==> config.mk <==
export PLATFORM = sky130hd
export DESIGN_NAME = cmp_result_monitor
export DESIGN_NICKNAME = d
export VERILOG_FILES = /design/src/rtl/cmp_pkg.sv /design/src/rtl/sat_counter.sv /design/src/rtl/cmp_result_monitor.sv
export SDC_FILE = /design/constraint.sdc
export NUM_CORES = 1
export LEC_CHECK = 0
export ABC_AREA = 1
export CAP_MARGIN = 20
export CORE_MARGIN = 3
export CORE_UTILIZATION = 50
export DETAILED_ROUTE_END_ITERATION = 10
export PLACE_DENSITY = 0.66
export SYNTH_ARGS = -nofsm -noshare
export SYNTH_HDL_FRONTEND = slang
export SYNTH_SLANG_ARGS = --single-unit
==> constraint.sdc <==
create_clock -name Clk -period 2.05 [get_ports Clk]
set_input_delay 0.41 -clock Clk [delete_from_list [all_inputs] [get_ports Clk]]
set_output_delay 0.41 -clock Clk [all_outputs]
set_load 0.01 [all_outputs]
==> src/rtl/cmp_pkg.sv <==
// cmp_pkg: shared definitions for the comparator result monitor.
//   - one-hot comparator result codes
//   - ReadSel encodings (also the counter index order)
//   - read handshake FSM state type
//   - is_legal(): true for a one-hot result code
package cmp_pkg;

  localparam logic [2:0] CMP_GT = 3'b100;
  localparam logic [2:0] CMP_EQ = 3'b010;
  localparam logic [2:0] CMP_LT = 3'b001;

  localparam logic [1:0] SEL_GT  = 2'd0;
  localparam logic [1:0] SEL_EQ  = 2'd1;
  localparam logic [1:0] SEL_LT  = 2'd2;
  localparam logic [1:0] SEL_ERR = 2'd3;

  typedef enum logic [1:0] {
    RD_IDLE = 2'd0,
    RD_ACK  = 2'd1,
    RD_REL  = 2'd2
  } rd_state_t;

  function automatic logic is_legal(input logic [2:0] r);
    return (r == CMP_GT) || (r == CMP_EQ) || (r == CMP_LT);
  endfunction

endpackage

==> src/rtl/sat_counter.sv <==
// sat_counter: W-bit up counter that sticks at all-ones.
// Ports:
//   Clk   in  rising-edge clock
//   Reset in  asynchronous active-high reset
//   Clr   in  synchronous clear (wins over Inc)
//   Inc   in  increment enable
//   Q     out counter value
module sat_counter #(
  parameter int W = 8
) (
  input  logic         Clk,
  input  logic         Reset,
  input  logic         Clr,
  input  logic         Inc,
  output logic [W-1:0] Q
);

  logic [W-1:0] r_q;

  always_ff @(posedge Clk or posedge Reset) begin
    if (Reset)                    r_q <= '0;
    else if (Clr)                 r_q <= '0;
    else if (Inc && (r_q != '1))  r_q <= r_q + 1'b1;
  end

  assign Q = r_q;

endmodule

==> src/rtl/cmp_result_monitor.sv <==
// cmp_result_monitor: classifies each accepted 3-bit comparator result as
// GT/EQ/LT/malformed, keeps saturating per-class counts, tracks runs of
// identical legal results, and serves counts to a host over a four-phase
// ReadReq/ReadAck handshake.
// Build option: define CMP_STREAK_ALARM_EN to build the streak tracker;
// without it StreakAlarm is tied low and no streak state exists.
// Ports:
//   Clk, Reset          clock, asynchronous active-high reset
//   InValid, R          result strobe and one-hot result code {GT,EQ,LT}
//   ClearReq            synchronous clear of counters/streak/alarm/Error
//   ReadReq, ReadSel    host request level and counter select
//   ReadAck, ReadData   handshake acknowledge and counter snapshot
//   StreakAlarm         sticky long-run flag
//   Error               one-cycle pulse after a malformed result
module cmp_result_monitor
  import cmp_pkg::*;
#(
  parameter int CNT_W     = 8,
  parameter int STREAK_TH = 4
) (
  input  logic             Clk,
  input  logic             Reset,
  input  logic             InValid,
  input  logic [2:0]       R,
  input  logic             ClearReq,
  input  logic             ReadReq,
  input  logic [1:0]       ReadSel,
  output logic             ReadAck,
  output logic [CNT_W-1:0] ReadData,
  output logic             StreakAlarm,
  output logic             Error
);

  // A clear on the same edge discards the sample entirely.
  logic w_acc, w_legal;
  assign w_acc   = InValid & ~ClearReq;
  assign w_legal = is_legal(R);

  // Counter bank, indexed by the ReadSel encoding.
  logic [3:0]            w_inc;
  logic [3:0][CNT_W-1:0] w_cnt;

  always_comb begin
    w_inc          = '0;
    w_inc[SEL_GT]  = w_acc & (R == CMP_GT);
    w_inc[SEL_EQ]  = w_acc & (R == CMP_EQ);
    w_inc[SEL_LT]  = w_acc & (R == CMP_LT);
    w_inc[SEL_ERR] = w_acc & ~w_legal;
  end

  for (genvar g = 0; g < 4; g++) begin : g_cnt
    sat_counter #(.W(CNT_W)) u_cnt (
      .Clk   (Clk),
      .Reset (Reset),
      .Clr   (ClearReq),
      .Inc   (w_inc[g]),
      .Q     (w_cnt[g])
    );
  end

  logic r_error;
  always_ff @(posedge Clk or posedge Reset) begin
    if (Reset) r_error <= 1'b0;
    else       r_error <= w_acc & ~w_legal;
  end
  assign Error = r_error;

`ifdef CMP_STREAK_ALARM_EN
  localparam int LEN_W = $clog2(STREAK_TH + 1);
  localparam logic [LEN_W-1:0] LEN_TH = LEN_W'(STREAK_TH);

  logic [2:0]       r_last;
  logic             r_last_vld;
  logic [LEN_W-1:0] r_len;
  logic [LEN_W-1:0] w_len_nxt;
  logic             r_alarm;

  always_comb begin
    w_len_nxt = r_len;
    if (w_acc) begin
      if (!w_legal)                         w_len_nxt = '0;
      else if (r_last_vld && (R == r_last)) w_len_nxt = (r_len == LEN_TH) ? r_len : r_len + 1'b1;
      else                                  w_len_nxt = LEN_W'(1);
    end
  end

  always_ff @(posedge Clk or posedge Reset) begin
    if (Reset) begin
      r_last     <= '0;
      r_last_vld <= 1'b0;
      r_len      <= '0;
      r_alarm    <= 1'b0;
    end else if (ClearReq) begin
      r_last     <= '0;
      r_last_vld <= 1'b0;
      r_len      <= '0;
      r_alarm    <= 1'b0;
    end else if (w_acc) begin
      r_len      <= w_len_nxt;
      r_last     <= R;
      // A malformed code breaks the run: next legal result restarts at 1.
      r_last_vld <= w_legal;
      if (w_len_nxt == LEN_TH) r_alarm <= 1'b1;
    end
  end

  assign StreakAlarm = r_alarm;
`else
  assign StreakAlarm = 1'b0;
`endif

  // Read handshake FSM.
  rd_state_t r_state, w_state_nxt;
  logic      w_load;

  always_ff @(posedge Clk or posedge Reset) begin
    if (Reset) r_state <= RD_IDLE;
    else       r_state <= w_state_nxt;
  end

  always_comb begin
    w_state_nxt = r_state;
    w_load      = 1'b0;
    case (r_state)
      RD_IDLE: if (ReadReq) begin
        w_state_nxt = RD_ACK;
        w_load      = 1'b1;
      end
      RD_ACK:  if (!ReadReq) w_state_nxt = RD_REL;
      RD_REL:  w_state_nxt = RD_IDLE;   // one dead cycle; ReadReq ignored
      default: w_state_nxt = RD_IDLE;
    endcase
  end

  // Snapshot takes the counter value before this edge's increment/clear.
  logic [CNT_W-1:0] r_rdata;
  always_ff @(posedge Clk or posedge Reset) begin
    if (Reset)       r_rdata <= '0;
    else if (w_load) r_rdata <= w_cnt[ReadSel];
  end

  assign ReadData = r_rdata;
  assign ReadAck  = (r_state == RD_ACK);

endmodule

* Yosys cells after proc, flatten, opt, wreduce, memory -nomap -nowiden
Cells that the tools add are included.
Word-level totals: bits in registers 43, latch bits 0, memory bits (writable) 0, bits in read-only memories 0, bits of input ports 10, output and inout port bits 11, memories kept 0
Cells by class: add/sub/neg operators 4, $mul 0, div/mod/pow operators 0, $lt $le $gt $ge 1, equal/unequal tests 10, shift-type cells 0, muxes and demuxes 15, bitwise logic cells 7, reductions and logical operators 12
Operators by type and width (number):
- 8-bit two-way mux | 9
- 8-bit by 1-bit adder with 8-bit output, second input constant | 4
- 8-bit inequality test, second input constant | 4
- 8-bit binary-select mux with 2-bit select | 1
- 2-bit nonzero test | 4
- 1-bit bitwise AND | 5
- 1-bit logical AND | 4
- 2-bit two-way mux | 2
- 2-bit inequality test, second input constant | 2
- 2-bit case mux with 2 select lines | 1
- 3-bit by 1-bit equality test with 1-bit output, second input constant | 1
- 3-bit by 2-bit equality test with 1-bit output, second input constant | 1
- 3-bit equality test, second input constant | 1
- 2-bit by 3-bit less-than comparator with 1-bit output, second input constant | 1
- 2-bit by 1-bit equality test with 1-bit output, second input constant | 1
- 2-bit logical NOT | 1
- 1-bit logical OR | 2
- 1-bit two-way mux | 2
- 1-bit NOT | 2
- 2-bit AND reduction | 1

* Logic depth before layout (Yosys ltp)
Gate-level depths: netlist of run 1.
word-level depth 8, depth in mapped cells 8, gate-level depth less buffers 8

* Modules after synthesis
From an unflattened synthesis of run 1, not the netlist that was laid out.
Unflattened totals: cells, all modules 428, area, all modules 2934.1 um2
Modules (own cells, without submodules):
- sat_counter | instances 4, cells each 69, area each 506.7 um2, sequential area each 200.2 um2
- cmp_result_monitor | instances 1, cells each 152, area each 907.1 um2, sequential area each 275.3 um2

* Worst setup path before layout of run 1
OpenSTA, ideal clock, no wires.
kind register to register, from register g_cnt[1].u_cnt.r_q[0], to register g_cnt[1].u_cnt.r_q[7], library setup time 0.118 ns, data arrival time 1.207 ns, data required time 1.932 ns, setup slack 0.724 ns, cell stages (with the launch flop) 8, path buffers 0, cells stage by stage dfrtp_1 ha_1 nand3_1 nor2_1 nor2_1 nor2_1 nand2_1 nand2_1
Between the ends: cells in the longest elaborated chain, start to end 3, elaborated cells on any way between the ends 6
Ends and longest elaborated chain:
- from (decl) | RTL line sat_counter.sv:18 | logic [W-1:0] r_q;
- from (signal assigned) | RTL line sat_counter.sv:23 | else if (Inc && (r_q != '1)) r_q <= r_q + 1'b1;
- 8-bit by 1-bit adder with 8-bit output / 8-bit inequality test (equally long branches) | RTL line sat_counter.sv:23
- 8-bit two-way mux / 1-bit logical AND (equally long branches) | RTL line sat_counter.sv:23
- 8-bit two-way mux / 2-bit nonzero test (equally long branches)
Several ways; a longest one is shown, not always the timed one. The select of a mux whose other input is x is not followed. A chain may end at the register's enable or synchronous reset.

* Final worst setup path of run 1
from register r_state[1], to output ReadAck
Between the ends: cells in the longest elaborated chain, start to end 1
Ends and longest elaborated chain:
- from (decl) | RTL line cmp_result_monitor.sv:113 | rd_state_t r_state, w_state_nxt;
- from (signal assigned) | RTL line cmp_result_monitor.sv:118 | else r_state <= w_state_nxt;
- 2-bit by 1-bit equality test with 1-bit output | RTL line cmp_result_monitor.sv:143 | assign ReadAck = (r_state == RD_ACK);
- to (decl) | RTL line cmp_result_monitor.sv:28 | output logic ReadAck,
No other way between the ends.

==> results, run 1 <==
- The run finished with clean final reports.
- Total power for the finished layout comes to 1.92 mW.
- The static leakage is 1.44 nW.
- The row count is 25.
- The placed wire-length estimate is 4.59 mm.
- The worst setup path is launched from a register.
- The worst setup path is captured at an output port.
- Setup violations remaining at the end of the flow were counted as 0.
- For the pin with the worst max-slew slack, the measured transition is 0.567 ns.
- In the final routed layout, each cell accounts on average for 13.5 um.
- The final hold violation count is 0.
- Counting every sink on the clock net gives 43.
- The maximum number of pins on one net before global-route repair is 36.
- The number of slew-limit violations in the final report is 0.
- Tracing the worst setup path back leads to its startpoint at r_state[1].
- The total number of vias is 2436.
- The number of antenna violations at the first check in global routing is 0.
- The root cell of the clock tree is sky130_fd_sc_hd__clkbuf_8.
- The maximum buffer depth of the clock tree is 2.
- In the layout the commonest cells are sky130_fd_sc_hd__nand2_1, sky130_fd_sc_hd__nand3_1, sky130_fd_sc_hd__nor2_1.
- The last weighted congestion value of the routability-driven placer is 0.866.
- Across the run, the number of max-cap violations was 0.
- The detail route stage leaves a number of antenna-violating nets equal to 0.
- The sum of overflow across all layers after global routing is 0.
- The number of H-tree branching levels is 2.
- The detailed router put a total of 3.00 mm of wire on met1.
- The width of the chip is 78.5 um.
- The post-synthesis instance total is 365.
- The CTS tree is built.
- Data on the critical path is required at its endpoint by 1.64 ns.
- The number of placed instances, taps included, is 447.
- For the final routed database, the setup TNS stands at 0 ns.
- The core region is 0.00491 mm2.
- Dividing total power by cell area gives a power density of 630 mW/mm2.
- Measured against its own limit, the worst slew margin works out to 62.0%.
- The first global-routing pass estimated 10.9 mm of wire.
- After filler insertion, the fill cell instance count of the layout stands at 495.
- The wire length reported by the detailed router is 6.16 mm.
- During synthesis, Yosys emitted a total of 0 warnings.
- Walking the worst path, the cells encountered are nor2_1 > clkdlybuf4s50_1.
- The min-delay analysis places its worst path in the category input pin to async pin.
- Summing all multi-input logic gate instances after layout gives 0.00133 mm2.
- The cell area after synthesis is 0.00263 mm2.
- Setup repair after global routing left no endpoint under its margin.
- The worst path in the final design needs a cycle of 1.79 ns, including I/O delays and setup.
- The via count of the first global-routing pass is 2196.
- In the final layout, the share of cells above drive strength 1 is 7.22%.
- The number of top-level pins is 21.
- STA puts the critical path data arrival time at 1.38 ns.
- The maximum fanout along the worst path is 4.
- The repair_antennas step left the layout with diodes totalling 0.
- Input and output buffers added on the ports amount to 19.
- The starting density of the core is 53.6%.
- The total CTS buffers is 5.
- The pre-antenna-repair detailed-routing pass consisted of 5 iterations.
- After clock tree synthesis, the flow added hold-fix buffers numbering 0.
- The number of synthesized register bits is 43.
- The final non-filler cell total is 455.
- The global routing usage summed across all routing layers is 22.3%.
- After clock tree synthesis, the clock-pin slew on the worst setup and hold paths is 0.08 ns.
- In the routed design, unresolved DRC markers number 0.
- Cells fill 61.9% of the core in the end.
- The mean instance size in the synthesized netlist is 7.21 um2.
- In the detailed route, the total length drawn on met3 is 322 um.
- The total length of routed met2 wires is 2.74 mm.
- The final worst-path cycle share is 87.5%.
- Yosys mapped the design onto 30 distinct sky130hd cell types.
- The number of buffers inserted to repair setup after CTS is 0.
- The worst clock skew on the final layout is 0.00556 ns.
- Timing would allow up to 0.557 GHz.
- The uppermost signal routing layer after detailed routing is met4.
- The net count of the finished layout is 401.
- The post-detailed-route via-to-cell ratio is 5.35.
- For this run, the slowest stage of the critical path takes 0.54 ns.
- The detailed router's first-iteration violation count is 168.
- The vertical die dimension is 78.5 um.
- By startpoint and endpoint, the worst setup path is classified as register to output port.
- The slowest cell on the critical path is sky130_fd_sc_hd__clkdlybuf4s50_1.
- In this run, post-CTS repair resized a total of 0 instances.
- Sequential cells were found to cover 40.9% of the synthesized design area.
- The critical register-to-register path startpoint is g_cnt[2].u_cnt.Q[1].
- The total nets after synthesis is 379.
- The die area is 0.00617 mm2.
- The later-pin clock latency in the skew report is 0.30 ns.
- Summing all flip-flop and latch instances after layout gives 0.00108 mm2.
- The leading cell type in the layout, fill and taps excluded is sky130_fd_sc_hd__nand2_1.
- The relative area change from synthesis to final layout is 15.5%.
- IR analysis of the VDD net gives a maximum drop of 356 uV.
Yosys cell counts, drive strengths merged:
| library cell | n | area share (%) |
|---|---|---|
| nor3 | 4 | 1.2 |
| o21bai | 4 | 1.1 |
| buf | 6 | 1.5 |
| nand4 | 11 | 2.6 |
| conb | 1 | 0.14 |
| o21a | 4 | 1.1 |
| nor3b | 1 | 0.29 |
| xnor2 | 2 | 0.67 |
| nor2 | 49 | 7.8 |
| ha | 4 | 1.9 |
| inv | 43 | 6.2 |
| a31oi | 3 | 0.71 |
| nand2 | 79 | 12 |
| o21ai | 34 | 6.5 |
| nand3 | 52 | 10 |
| a21oi | 19 | 3.6 |
| dfrtp | 43 | 41 |
| xor2 | 1 | 0.33 |
| clkbuf | 5 | 0.76 |
final timing paths:
kind | to | slack, ns | cells after the start
worst min register to register | r_state[0] | 0.54 | 1
worst max register to register | g_cnt[2].u_cnt.Q[4] | 0.59 | 8
min in group Clk | r_state[0] | 0.54 | 1
worst max-delay path | ReadAck | 0.26 | 2
max in group asynchronous | g_cnt[2].u_cnt.Q[5] | 1.16 | 3
worst min-delay path | g_cnt[0].u_cnt.Q[4] | 0.40 | 2
cell families (layout without fill, tap and decap cells):
family	after synthesis	count (layout)	share of synthesized area (%)
adder cells (fa/ha/maj)	4	4	1.90
AND/OR/NAND/NOR	196	196	34.5
AO/OA/AOI/OAI	64	64	13.1
buffers and inverters	54	77	8.51
other	1	1	0.143
flip-flops	43	43	40.9
XOR/XNOR	3	3	0.999
worst max-delay path, delay by kind of cell, from the launching register on:
kind,cells,cell delay [ns]
buffers and inverters,1,0.54
AND/OR/NAND/NOR,1,0.12
flip-flops,1,0.43
final cells by class:
| type | count | area share [%] |
|---|---|---|
| Multi-Input combinational cell | 268 | 43.8 |
| Clock inverter | 2 | 1.15 |
| Timing Repair Buffer | 26 | 8.81 |
| Inverter | 43 | 5.39 |
| Clock buffer | 6 | 2.72 |
| Sequential cell | 43 | 35.4 |
| Tap cell | 67 | 2.76 |
per-stage QoR:
step	worst slack (ns)	area (um2)	hold slack, ns
global placement	0.267	2920	0.519
finish	0.256	3040	0.397
global route	0.153	3040	0.442
CTS	0.242	3040	0.408
floorplan	0.637	2630	0.481
detailed placement	0.242	2920	0.525
flip-flops by register name, summed over array words and instances (netlist names):
signal	count
r_state	2
g_cnt.u_cnt.Q	32
ReadData	8
Error	1
layer usage:
metal  vias to the layer above  global-route usage, %
li1                       1244                      -
met1                      1120                   33.1
met3                         9                   4.82
met5                         -                      0
met2                        63                   32.8
met4                         0                   5.94
report_power, final:
part	leakage (nW)	internal [mW]	switching, mW
logic	0.804	0.134	0.157
registers	0.577	0.896	0.0438
clock network	0.0612	0.394	0.292
Note: power is estimated with default switching activity, not from simulation.
==> run 2: changes to the inputs <==
--- a/config.mk
+++ b/config.mk
@@ -8,9 +8,10 @@
 export ABC_AREA = 1
 export CAP_MARGIN = 20
 export CORE_MARGIN = 3
-export CORE_UTILIZATION = 50
+export CORE_UTILIZATION = 40
 export DETAILED_ROUTE_END_ITERATION = 10
-export PLACE_DENSITY = 0.66
+export PLACE_DENSITY = 0.54
+export SLEW_MARGIN = 0
 export SYNTH_ARGS = -nofsm -noshare
 export SYNTH_HDL_FRONTEND = slang
 export SYNTH_SLANG_ARGS = --single-unit
==> run 2 against run 1 <==
  * First-iteration DRC count shrank 26%
  * Final area down 1.3%
  * Via count decreased by 2.0%
  * Critical path depth did not move
  * Cell count up 1.8%
  * Die area rose by 23%
  * Sequential power barely moved
  * Global-route usage down 4.4 points
  * Critical path type unchanged
  * Highest routed layer unchanged
==> results, run 2 (same netlist as run 1, synthesis figures left out) <==
- The root cell of the clock tree is sky130_fd_sc_hd__clkbuf_8.
- The data required time at the worst endpoint is 1.64 ns (about the same).
- The row count came to 28 (+12%).
- The maximum number of pins on one net before global-route repair came to 32 (-11%).
- The placed wire-length estimate is 4.84 mm (+5.3%).
- The number of top-level pins is 21 (unchanged).
- The post-detailed-route via-to-cell ratio is 5.16 (-3.7%).
- The count of final setup violators came to 0 (unchanged).
- The number of antenna violations at the first check in global routing is 0 (unchanged).
- The via count of the first global-routing pass is 2194 (-0.091%).
- The static leakage is 1.42 nW (-1.4%).
- The kind of cell with the highest combined delay along the critical path is buffers and inverters.
- The clock sink total came to 43 (unchanged).
- The count of TritonRoute iterations in the first routing pass is 4 (-1).
- The final hold violation count is 0 (unchanged).
- The later-pin clock latency in the skew report came to 0.30 ns (about the same).
- The min-delay analysis places its worst path in the category input pin to async pin.
- The endpoint of the most critical register-to-register path is g_cnt[0].u_cnt.Q[0].
- The number of slew-limit violations in the final report came to 0 (unchanged).
- The run finished with clean final reports.
- The post-route setup TNS is 0 ns (unchanged).
- The areal power density over the cells came to 584 mW/mm2 (-7.3%).
- The antenna violation net count after detailed routing is 0 (unchanged).
- TritonCTS built the clock tree.
- For this design, the slowest cell found on the critical path is sky130_fd_sc_hd__clkdlybuf4s50_1.
- The share of post-route cells with drive strength above 1 came to 6.96% (-0.26 points).
- The number of buffers inserted to repair setup after CTS was 0 (unchanged).
- The cell total after placement is 455 (+1.8%).
- The number of buffers inserted for hold repair after clock tree synthesis is 0 (unchanged).
- The starting density of the core is 42.9% (-11 points).
- The final cell utilization of the core came to 49.0% (-13 points).
- The last weighted congestion value of the routability-driven placer is 0.840 (-3.0%).
- The detailed router's first-iteration violation count is 124 (-26%).
- The arrival time at the worst endpoint is 1.37 ns (about the same).
- The total CTS buffers is 5 (unchanged).
- The total of cells resized after clock tree synthesis is 0 (unchanged).
- Setup repair after global routing left no endpoint under its margin.
- The vertical die dimension is 87.1 um (+11%).
- The number of remaining DRC errors is 0 (unchanged).
- The critical path goes through nor2_1 > clkdlybuf4s50_1.
- The sequential share of power is 53.4% (+4.4 points).
- The worst setup path is captured at an output port.
- The leading cell type in the layout, fill and taps excluded is sky130_fd_sc_hd__nand2_1.
- The area of placed instances is 0.00292 mm2 (about the same).
- The critical register-to-register path startpoint is g_cnt[0].u_cnt.Q[0].
- The internal power summed over all cells is 1.27 mW (-11%).
- The number of buffers and inverters on the critical path is 1 (unchanged).
- The net count of the finished layout came to 401 (unchanged).
- Relative to the synthesized area, the layout overhead comes to 14.1%.
- The reg2reg setup slack is 0.58 ns (about the same).
- The launching element of the worst setup path is r_state[1].
- The global routing usage summed across all routing layers is 17.9% (-4.4 points).
- The maximum fanout along the worst path is 4 (unchanged).
- The sum of overflow across all layers after global routing is 0 (unchanged).
- The worst clock skew on the final layout is 0.00967 ns (+0.00410 ns).
- The total number of vias is 2387 (-2.0%).
- The number of flip-flops in the largest register is 32 (unchanged).
- The maximum buffer depth of the clock tree is 2 (unchanged).
- The type of the setup path with the least slack is register to output port.
- The wire length reported by the detailed router is 6.38 mm (+3.7%).
- The count of buffers from port buffering is 19 (unchanged).
- The number of antenna cells inserted was 0 (unchanged).
- The switching part of the total was 27.8% (+2.1 points).
- The post-route minimum period is 1.78 ns (-0.00987 ns).
- The peak per-stage delay on the critical path is 0.53 ns (about the same).
- The final non-filler cell total is 463 (+1.8%).
- The routed wire length per instance is 13.8 um (+1.9%).
- The number of H-tree branching levels came to 2 (unchanged).
- The count of max-cap constraint violations came to 0 (unchanged).
- The width of the chip was 87.1 um (+11%).
- The count of filler cells inserted in the layout came to 626 (+26%).
- The maximum clock rate is 0.561 GHz (+0.55%).
- The relative contribution of the clock network to total power is 30.3% (-5.5 points).
- The switching power is 0.487 mW (-1.0%).
- The die area is 0.00759 mm2 (+23%).
- The logic depth of the worst register-to-register path is 8 (unchanged).
- The wire length of the first global-routing pass is 10.7 mm (-1.5%).
- The area of all placed cells without fillers is 0.00300 mm2 (-1.3%).
- The placeable core region is 0.00613 mm2 (+25%).
- The clock slew seen by the registers of the worst setup and hold paths was 0.08 ns (about the same).
- The final hold slack is 0.424 ns (+0.0273 ns).
- In the layout the commonest cells are sky130_fd_sc_hd__nand2_1, sky130_fd_sc_hd__nand3_1, sky130_fd_sc_hd__nor2_1.
- The final worst-path cycle share came to 87.0% (-0.48 points).
- The peak supply drop is 399 uV (+12%).
- The nature of the critical path startpoint is a register.
- The fraction of power consumed by combinational cells is 16.3% (+1.1 points).
run 2: changes by cell type in the layout (fill, tap and decap cells not counted):
cell                        before  now
sky130_fd_sc_hd__clkinv_1        1    0
sky130_fd_sc_hd__bufinv_16       1    0
sky130_fd_sc_hd__inv_2           1    2
sky130_fd_sc_hd__clkbuf_1        0    2
sky130_fd_sc_hd__clkbuf_8        6    5
sky130_fd_sc_hd__buf_4           5    6
sky130_fd_sc_hd__buf_12          2    1
run 2: power groups by stage:
| stage | sequential [mW] | combinational, mW | clock (mW) |
|---|---|---|---|
| floorplan | 0.960 | 0.143 | 0 |
| global placement | 0.954 | 0.288 | 0 |
| detailed placement | 0.954 | 0.291 | 0 |
| CTS | 0.937 | 0.291 | 0.557 |
| global route | 0.945 | 0.320 | 0.589 |
| finish | 0.937 | 0.285 | 0.532 |
run 2: per-stage QoR:
step           power, mW  setup WS [ns]
2_1_floorplan       1.10          0.637
3_5_place_dp        1.25          0.174
3_3_place_gp        1.24          0.250
5_1_grt             1.85          0.208
4_1_cts             1.79          0.247
6_report            1.75          0.266
run 2: worst max path at each step:
stage | endpoint | slack, ns | cells past startpoint
4_1_cts | ReadAck | 0.25 | 2
3_5_place_dp | g_cnt[2].u_cnt.Q[0] | 0.17 | 8
6_report | ReadAck | 0.27 | 2
3_3_place_gp | g_cnt[3].u_cnt.Q[1] | 0.25 | 8
5_1_grt | ReadAck | 0.21 | 2
2_1_floorplan | Error | 0.64 | 1
run 2: routing by layer:
layer  global-route usage, %  wire length [um]
met1                    26.9              3290
met2                    26.9              2770
met3                    3.31               264
met4                    3.77                57
met5                       0                 0
run 2: cell type report:
cell class / count / area [um2] / area share [%]
inverter: 43 / 164 / 5.46
clock buffer: 7 / 76.3 / 2.54
clock inverter: 1 / 5.00 / 0.167
sequential: 43 / 1080 / 35.8
timing repair buffer: 26 / 255 / 8.50
tap: 75 / 93.8 / 3.13
multi-input combinational: 268 / 1330 / 44.4
